**config.mk**
```make
export PLATFORM = sky130hd
export DESIGN_NAME = mem_arbiter
export DESIGN_NICKNAME = d
export VERILOG_FILES = /design/src/rtl/mem_arbiter.sv
export SDC_FILE = /design/constraint.sdc
export NUM_CORES = 1
export LEC_CHECK = 0
export ABC_AREA = 1
export CAP_MARGIN = 5
export CORE_ASPECT_RATIO = 1.25
export CORE_UTILIZATION = 40
export DETAILED_ROUTE_END_ITERATION = 12
export GPL_TIMING_DRIVEN = 0
export HOLD_SLACK_MARGIN = 0.1
export PLACE_DENSITY = 0.71
export SETUP_SLACK_MARGIN = 0.5
export SLEW_MARGIN = 20
export SYNTH_ARGS = -nofsm -noshare
export SYNTH_HDL_FRONTEND = slang
export SYNTH_SLANG_ARGS = --single-unit
export TNS_END_PERCENT = 1
```
**constraint.sdc**
```tcl
create_clock -name clock -period 4.35 [get_ports clock]
set_input_delay 1.305 -clock clock [delete_from_list [all_inputs] [get_ports clock]]
set_output_delay 1.305 -clock clock [all_outputs]
set_load 0.02 [all_outputs]
```
**src/rtl/mem_arbiter.sv**
```systemverilog
// mem_arbiter
// Merges the instruction-fetch port (imem_*) and the data-access port (dmem_*)
// into the single request port (mem_*) of the downstream Avalon bridge.
// Each requester issues single-cycle valid pulses, which are held in a
// one-entry pending register per port. Only one transaction is outstanding
// toward the bridge at a time. When both ports are waiting, round-robin
// selection applies. The bridge's ready/rdata response is routed back to the
// port that owns the in-flight transaction.
//
// Ports:
//   clock, reset            system clock; synchronous active-low reset
//   imem_valid/instr/addr/wdata/wstrb  instruction-port request (pulse)
//   imem_rdata, imem_ready  instruction-port response (combinational)
//   dmem_valid/instr/addr/wdata/wstrb  data-port request (pulse)
//   dmem_rdata, dmem_ready  data-port response (combinational)
//   mem_valid/instr/addr/wdata/wstrb   registered request to the bridge
//   mem_rdata, mem_ready    bridge response
module mem_arbiter (
    input  logic        clock,
    input  logic        reset,

    input  logic        imem_valid,
    input  logic        imem_instr,
    input  logic [31:0] imem_addr,
    input  logic [31:0] imem_wdata,
    input  logic [3:0]  imem_wstrb,
    output logic [31:0] imem_rdata,
    output logic        imem_ready,

    input  logic        dmem_valid,
    input  logic        dmem_instr,
    input  logic [31:0] dmem_addr,
    input  logic [31:0] dmem_wdata,
    input  logic [3:0]  dmem_wstrb,
    output logic [31:0] dmem_rdata,
    output logic        dmem_ready,

    output logic        mem_valid,
    output logic        mem_instr,
    output logic [31:0] mem_addr,
    output logic [31:0] mem_wdata,
    output logic [3:0]  mem_wstrb,
    input  logic [31:0] mem_rdata,
    input  logic        mem_ready
);

    typedef enum logic {
        ST_IDLE,
        ST_BUSY
    } state_t;

    state_t      r_state;
    state_t      w_state_next;

    // Pending request registers, one entry per port.
    logic        r_ip_valid;
    logic        r_ip_instr;
    logic [31:0] r_ip_addr;
    logic [31:0] r_ip_wdata;
    logic [3:0]  r_ip_wstrb;

    logic        r_dp_valid;
    logic        r_dp_instr;
    logic [31:0] r_dp_addr;
    logic [31:0] r_dp_wdata;
    logic [3:0]  r_dp_wstrb;

    logic        r_owner;       // 0 = imem, 1 = dmem
    logic        r_last_grant;  // 0 = imem, 1 = dmem

    logic        w_i_cand;
    logic        w_d_cand;
    logic        w_arb_open;
    logic        w_issue;
    logic        w_grant;
    logic        w_sel_instr;
    logic [31:0] w_sel_addr;
    logic [31:0] w_sel_wdata;
    logic [3:0]  w_sel_wstrb;
    logic        w_done;

    // State register.
    always_ff @(posedge clock) begin
        if (!reset) begin
            r_state <= ST_IDLE;
        end else begin
            r_state <= w_state_next;
        end
    end

    // Next-state, arbitration and response routing.
    always_comb begin
        w_state_next = r_state;
        w_issue      = 1'b0;
        w_grant      = 1'b0;
        w_sel_instr  = 1'b0;
        w_sel_addr   = '0;
        w_sel_wdata  = '0;
        w_sel_wstrb  = '0;
        imem_ready   = 1'b0;
        imem_rdata   = '0;
        dmem_ready   = 1'b0;
        dmem_rdata   = '0;

        // A pending entry or a same-cycle pulse (bypass) both count.
        w_i_cand = r_ip_valid | imem_valid;
        w_d_cand = r_dp_valid | dmem_valid;

        w_done = (r_state == ST_BUSY) && mem_ready;

        // The completing cycle also arbitrates, so a queued or coincident
        // request reaches the bridge on the very next cycle instead of
        // spending one cycle in IDLE first.
        w_arb_open = (r_state == ST_IDLE) || w_done;

        if (w_done) begin
            w_state_next = ST_IDLE;
        end

        if (w_arb_open && (w_i_cand || w_d_cand)) begin
            w_issue      = 1'b1;
            w_grant      = (w_i_cand && w_d_cand) ? ~r_last_grant : w_d_cand;
            w_state_next = ST_BUSY;
        end

        if (!w_grant) begin
            w_sel_instr = r_ip_valid ? r_ip_instr : imem_instr;
            w_sel_addr  = r_ip_valid ? r_ip_addr  : imem_addr;
            w_sel_wdata = r_ip_valid ? r_ip_wdata : imem_wdata;
            w_sel_wstrb = r_ip_valid ? r_ip_wstrb : imem_wstrb;
        end else begin
            w_sel_instr = r_dp_valid ? r_dp_instr : dmem_instr;
            w_sel_addr  = r_dp_valid ? r_dp_addr  : dmem_addr;
            w_sel_wdata = r_dp_valid ? r_dp_wdata : dmem_wdata;
            w_sel_wstrb = r_dp_valid ? r_dp_wstrb : dmem_wstrb;
        end

        // Responses are held off while reset is asserted.
        if (reset && w_done) begin
            if (!r_owner) begin
                imem_ready = 1'b1;
                imem_rdata = mem_rdata;
            end else begin
                dmem_ready = 1'b1;
                dmem_rdata = mem_rdata;
            end
        end
    end

    // Bridge request registers and grant bookkeeping.
    always_ff @(posedge clock) begin
        if (!reset) begin
            mem_valid    <= 1'b0;
            mem_instr    <= 1'b0;
            mem_addr     <= '0;
            mem_wdata    <= '0;
            mem_wstrb    <= '0;
            r_owner      <= 1'b0;
            r_last_grant <= 1'b0;
        end else begin
            mem_valid <= w_issue;
            if (w_issue) begin
                mem_instr    <= w_sel_instr;
                mem_addr     <= w_sel_addr;
                mem_wdata    <= w_sel_wdata;
                mem_wstrb    <= w_sel_wstrb;
                r_owner      <= w_grant;
                r_last_grant <= w_grant;
            end
        end
    end

    // Instruction-port pending entry. A granted port's entry is consumed;
    // a bypassed pulse is never stored; a pulse into a full entry is dropped.
    always_ff @(posedge clock) begin
        if (!reset) begin
            r_ip_valid <= 1'b0;
            r_ip_instr <= 1'b0;
            r_ip_addr  <= '0;
            r_ip_wdata <= '0;
            r_ip_wstrb <= '0;
        end else if (w_issue && !w_grant) begin
            r_ip_valid <= 1'b0;
        end else if (imem_valid && !r_ip_valid) begin
            r_ip_valid <= 1'b1;
            r_ip_instr <= imem_instr;
            r_ip_addr  <= imem_addr;
            r_ip_wdata <= imem_wdata;
            r_ip_wstrb <= imem_wstrb;
        end
    end

    // Data-port pending entry, same rules as the instruction port.
    always_ff @(posedge clock) begin
        if (!reset) begin
            r_dp_valid <= 1'b0;
            r_dp_instr <= 1'b0;
            r_dp_addr  <= '0;
            r_dp_wdata <= '0;
            r_dp_wstrb <= '0;
        end else if (w_issue && w_grant) begin
            r_dp_valid <= 1'b0;
        end else if (dmem_valid && !r_dp_valid) begin
            r_dp_valid <= 1'b1;
            r_dp_instr <= dmem_instr;
            r_dp_addr  <= dmem_addr;
            r_dp_wdata <= dmem_wdata;
            r_dp_wstrb <= dmem_wstrb;
        end
    end

endmodule
```
==> impl_metrics.yaml <==
layout:
  stdcell_area_sq_um: 14700
  num-nets-final: 2282
  fill_cells: 2604
  instances_no_fill: 2467
  area_growth_pct: 39.4
  drive_gt1_frac: 0.0867
critical_path:
  worst_path_dominant_cell_family: "buffers and inverters"
  cp_slowest_cell: "dlygate4sd2_1"
  r2r_cells: 7
  cp_num_cells: 9
  slowest_delay_ns: 0.23
  crit_fanout: 10
  crit_path_end_kind: "primary output"
  r2r-start: "r_ip_valid"
  worstPathArrival_ns: 2.44
  required_ns: 3.04
  crit_type: "in2out"
  critPathLaunch: "mem_ready"
  critPathCapture: "dmem_rdata[21]"
  crit_chain: "dlygate4sd2_1, inv_1, nor3_2, inv_2, nor2_4, inv_4, clkbuf_8, nor2_1, buf_4"
  cp-start-kind: "primary input"
  cp_num_buf_inv: 6
  rrSetupSlack_ns: 2.28
  timing.rr.end: "mem_wstrb[3]"
global_route:
  grt_util_all_layers: 0.265
  grt-busiest-layer: "met2"
  grt_use_met1: 0.290
  grt_first_pass_wirelength_mm: 57.1
  grt_overflow_total: 0
  globalRouteMet2Util: 0.495
  grt_max_degree: 13
  antenna_found_initial: 5
  grt_pass1_vias: 11265
  gr-usage-met3: 0.0467
timing:
  slew_viol_final: 0
  worstMarginPinSlew_ns: 0.909
  holdWs_ns: 0.518
  layout_min_cycle_time_ns: 3.75
  clock-skew-final_ns: 0.0117
  fin_ws_ns: 0.603
  relSlewSlack: 0.394
  post-route-period-util: 0.861
  finalSetupViolCount: 0
  hold_viol: 0
  max_freq_ghz: 0.267
  rsz0062_at_grt: "no"
clock_tree:
  cts_max_path_buffers: 3
  numClockSinks: 212
  tritoncts: "done"
  path_clk_slew_ns: 0.06
  post-cts-setup-buffers: 0
  cts_buffers: 23
  clk_latency_ns: 0.51
  ctsRootBufferMaster: "clkbuf_16"
  hold_buffers: 0
  htree_levels: 1
placed_design:
  post-place-ws_ns: -0.560
  dp.cells: 2422
  post-dp-hpwl_mm: 27.4
  gp_congestion: 0.863
  port-buffer-count: 310
  post_dp_cell_area_sq_um: 14100
flow_run:
  max_cap_violations: 0
synth:
  async_flop_share: 0
  ys_seq_area_frac: 0.401
  synth.top_cells.by_area: "dfxtp_1 (40%), nor2_1 (20%), nand2_1 (15%)"
  syn_area_sq_um: 10600
  synth.distinct_cells: 19
  syn-num-nets: 1947
  synthFlopType: "dfxtp_1"
  synth_top_cell_by_area: "dfxtp_1"
  syn_inst: 1772
  postSynthAreaPerCell_sq_um: 5.97
  yosysMostFrequentCell: "nor2_1"
  synth-seq-cells: 212
  synthTopCellsByCount: "nor2_1 (552), nand2_1 (416), dfxtp_1 (212)"
  synth_top_area_frac: 0.401
  ys_warn_count: 0
  synth_edf_count: 0
floorplan:
  core_area_sq_um: 26000
  start_util: 0.406
  ios: 311
  fp.dieH_microns: 184
  row_count: 66
  dieArea_sq_um: 27100
  die_x_microns: 147
detailed_routing:
  wire_per_inst_microns: 14.9
  drt_wl_total_mm: 36.8
  firstDrtPassIters: 5
  drtIter0Drc: 479
  drtAntennaViolNets: 0
  vias: 11894
  routed_via_density: 4.82
  drc: 0
power:
  leakage_nw: 7.15
  peakVddDrop_mv: 0.268
  power_mw: 5.81
  p_per_area_nw_per_um2: 394
hold_path:
  hold_class: "reg2reg"
outcome:
  status: "completed"
layout by cell type, fill, tap and decap left out, types with 9 or more instances in the layout:
cell type / n
nor2_2: 9
clkdlybuf4s50_1: 242
nand2_1: 416
nor2_1: 540
buf_2: 92
a21oi_1: 139
clkbuf_1: 58
buf_4: 20
clkbuf_8: 15
clkbuf_16: 24
o21ai_0: 139
dfxtp_1: 212
inv_1: 179
report_power, final:
part / switching [mW] / total [mW] / internal [mW]
clock: 0.795 / 1.94 / 1.14
sequential: 0.0964 / 2.27 / 2.17
combinational: 0.960 / 1.60 / 0.641
worst register-to-register path, stage by stage, from the launching register on:
cell      delay [ns]
dfxtp_1         0.30
buf_4           0.13
clkbuf_1        0.69
buf_2           0.40
nor2_1          0.06
a21oi_1         0.17
nand2_1         0.08
a21oi_1         0.16
layer usage:
layer  vias up  share of wire
li1       6027              -
met1      5429           0.40
met2       365           0.50
met3        73          0.061
met4         0          0.037
met5         -              0
cell type report:
type / instances / area [sq um] / share of cell area
antenna: 5 / 12.5 / 0.000849
buffer: 119 / 603 / 0.0409
clock buffer: 38 / 732 / 0.0497
clock inverter: 2 / 13.8 / 0.000934
inverter: 184 / 693 / 0.0470
multi-input combinational: 1257 / 5170 / 0.351
sequential: 212 / 4240 / 0.288
tap: 340 / 425 / 0.0289
timing repair buffer: 310 / 2850 / 0.193
registers in the layout, summed over array words and instances (netlist names), 4 cells and up:
name	flops
mem_addr	32
mem_wdata	32
mem_wstrb	4
r_dp_addr	32
r_dp_wdata	32
r_dp_wstrb	4
r_ip_addr	32
r_ip_wdata	32
r_ip_wstrb	4
how the worst min path moves through the flow:
stage | to | slack [ns] | from | depth (start not counted)
5_1_grt | r_dp_wdata[12] | 0.54 | r_dp_wdata[12] | 4
6_report | r_dp_wdata[2] | 0.52 | r_dp_wdata[2] | 4
4_1_cts | r_dp_wdata[1] | 0.52 | r_dp_wdata[1] | 4
3_3_place_gp | r_last_grant | 0.49 | r_last_grant | 2
3_5_place_dp | r_last_grant | 0.49 | r_last_grant | 2
2_1_floorplan | r_last_grant | 0.47 | r_last_grant | 2
per-stage QoR:
stage / util / TNS, ns
final: 0.567 / 0
after global routing: 0.566 / 0
after CTS: 0.566 / 0
after detailed placement: 0.542 / -24.13
after global placement: 0.542 / -22.34
after floorplan: - / 0
kinds of logic (layout without fill, tap and decap cells):
| logic type | after synthesis | in the layout | synth area share |
|---|---|---|---|
| and+or+nand+nor | 977 | 977 | 0.349 |
| buffers and inverters | 303 | 653 | 0.116 |
| AOI/OAI and AO/OA | 280 | 280 | 0.134 |
| DFF | 212 | 212 | 0.401 |
| other | 0 | 5 | 0 |
what timing repair did:
| item | in CTS | in global routing |
|---|---|---|
| resized for setup | 308 | 7 |
| setup endpoints to repair | 66 | 64 |
| pin swaps | 1 | 2 |
No activity file was read; power rests on OpenSTA's default activity.
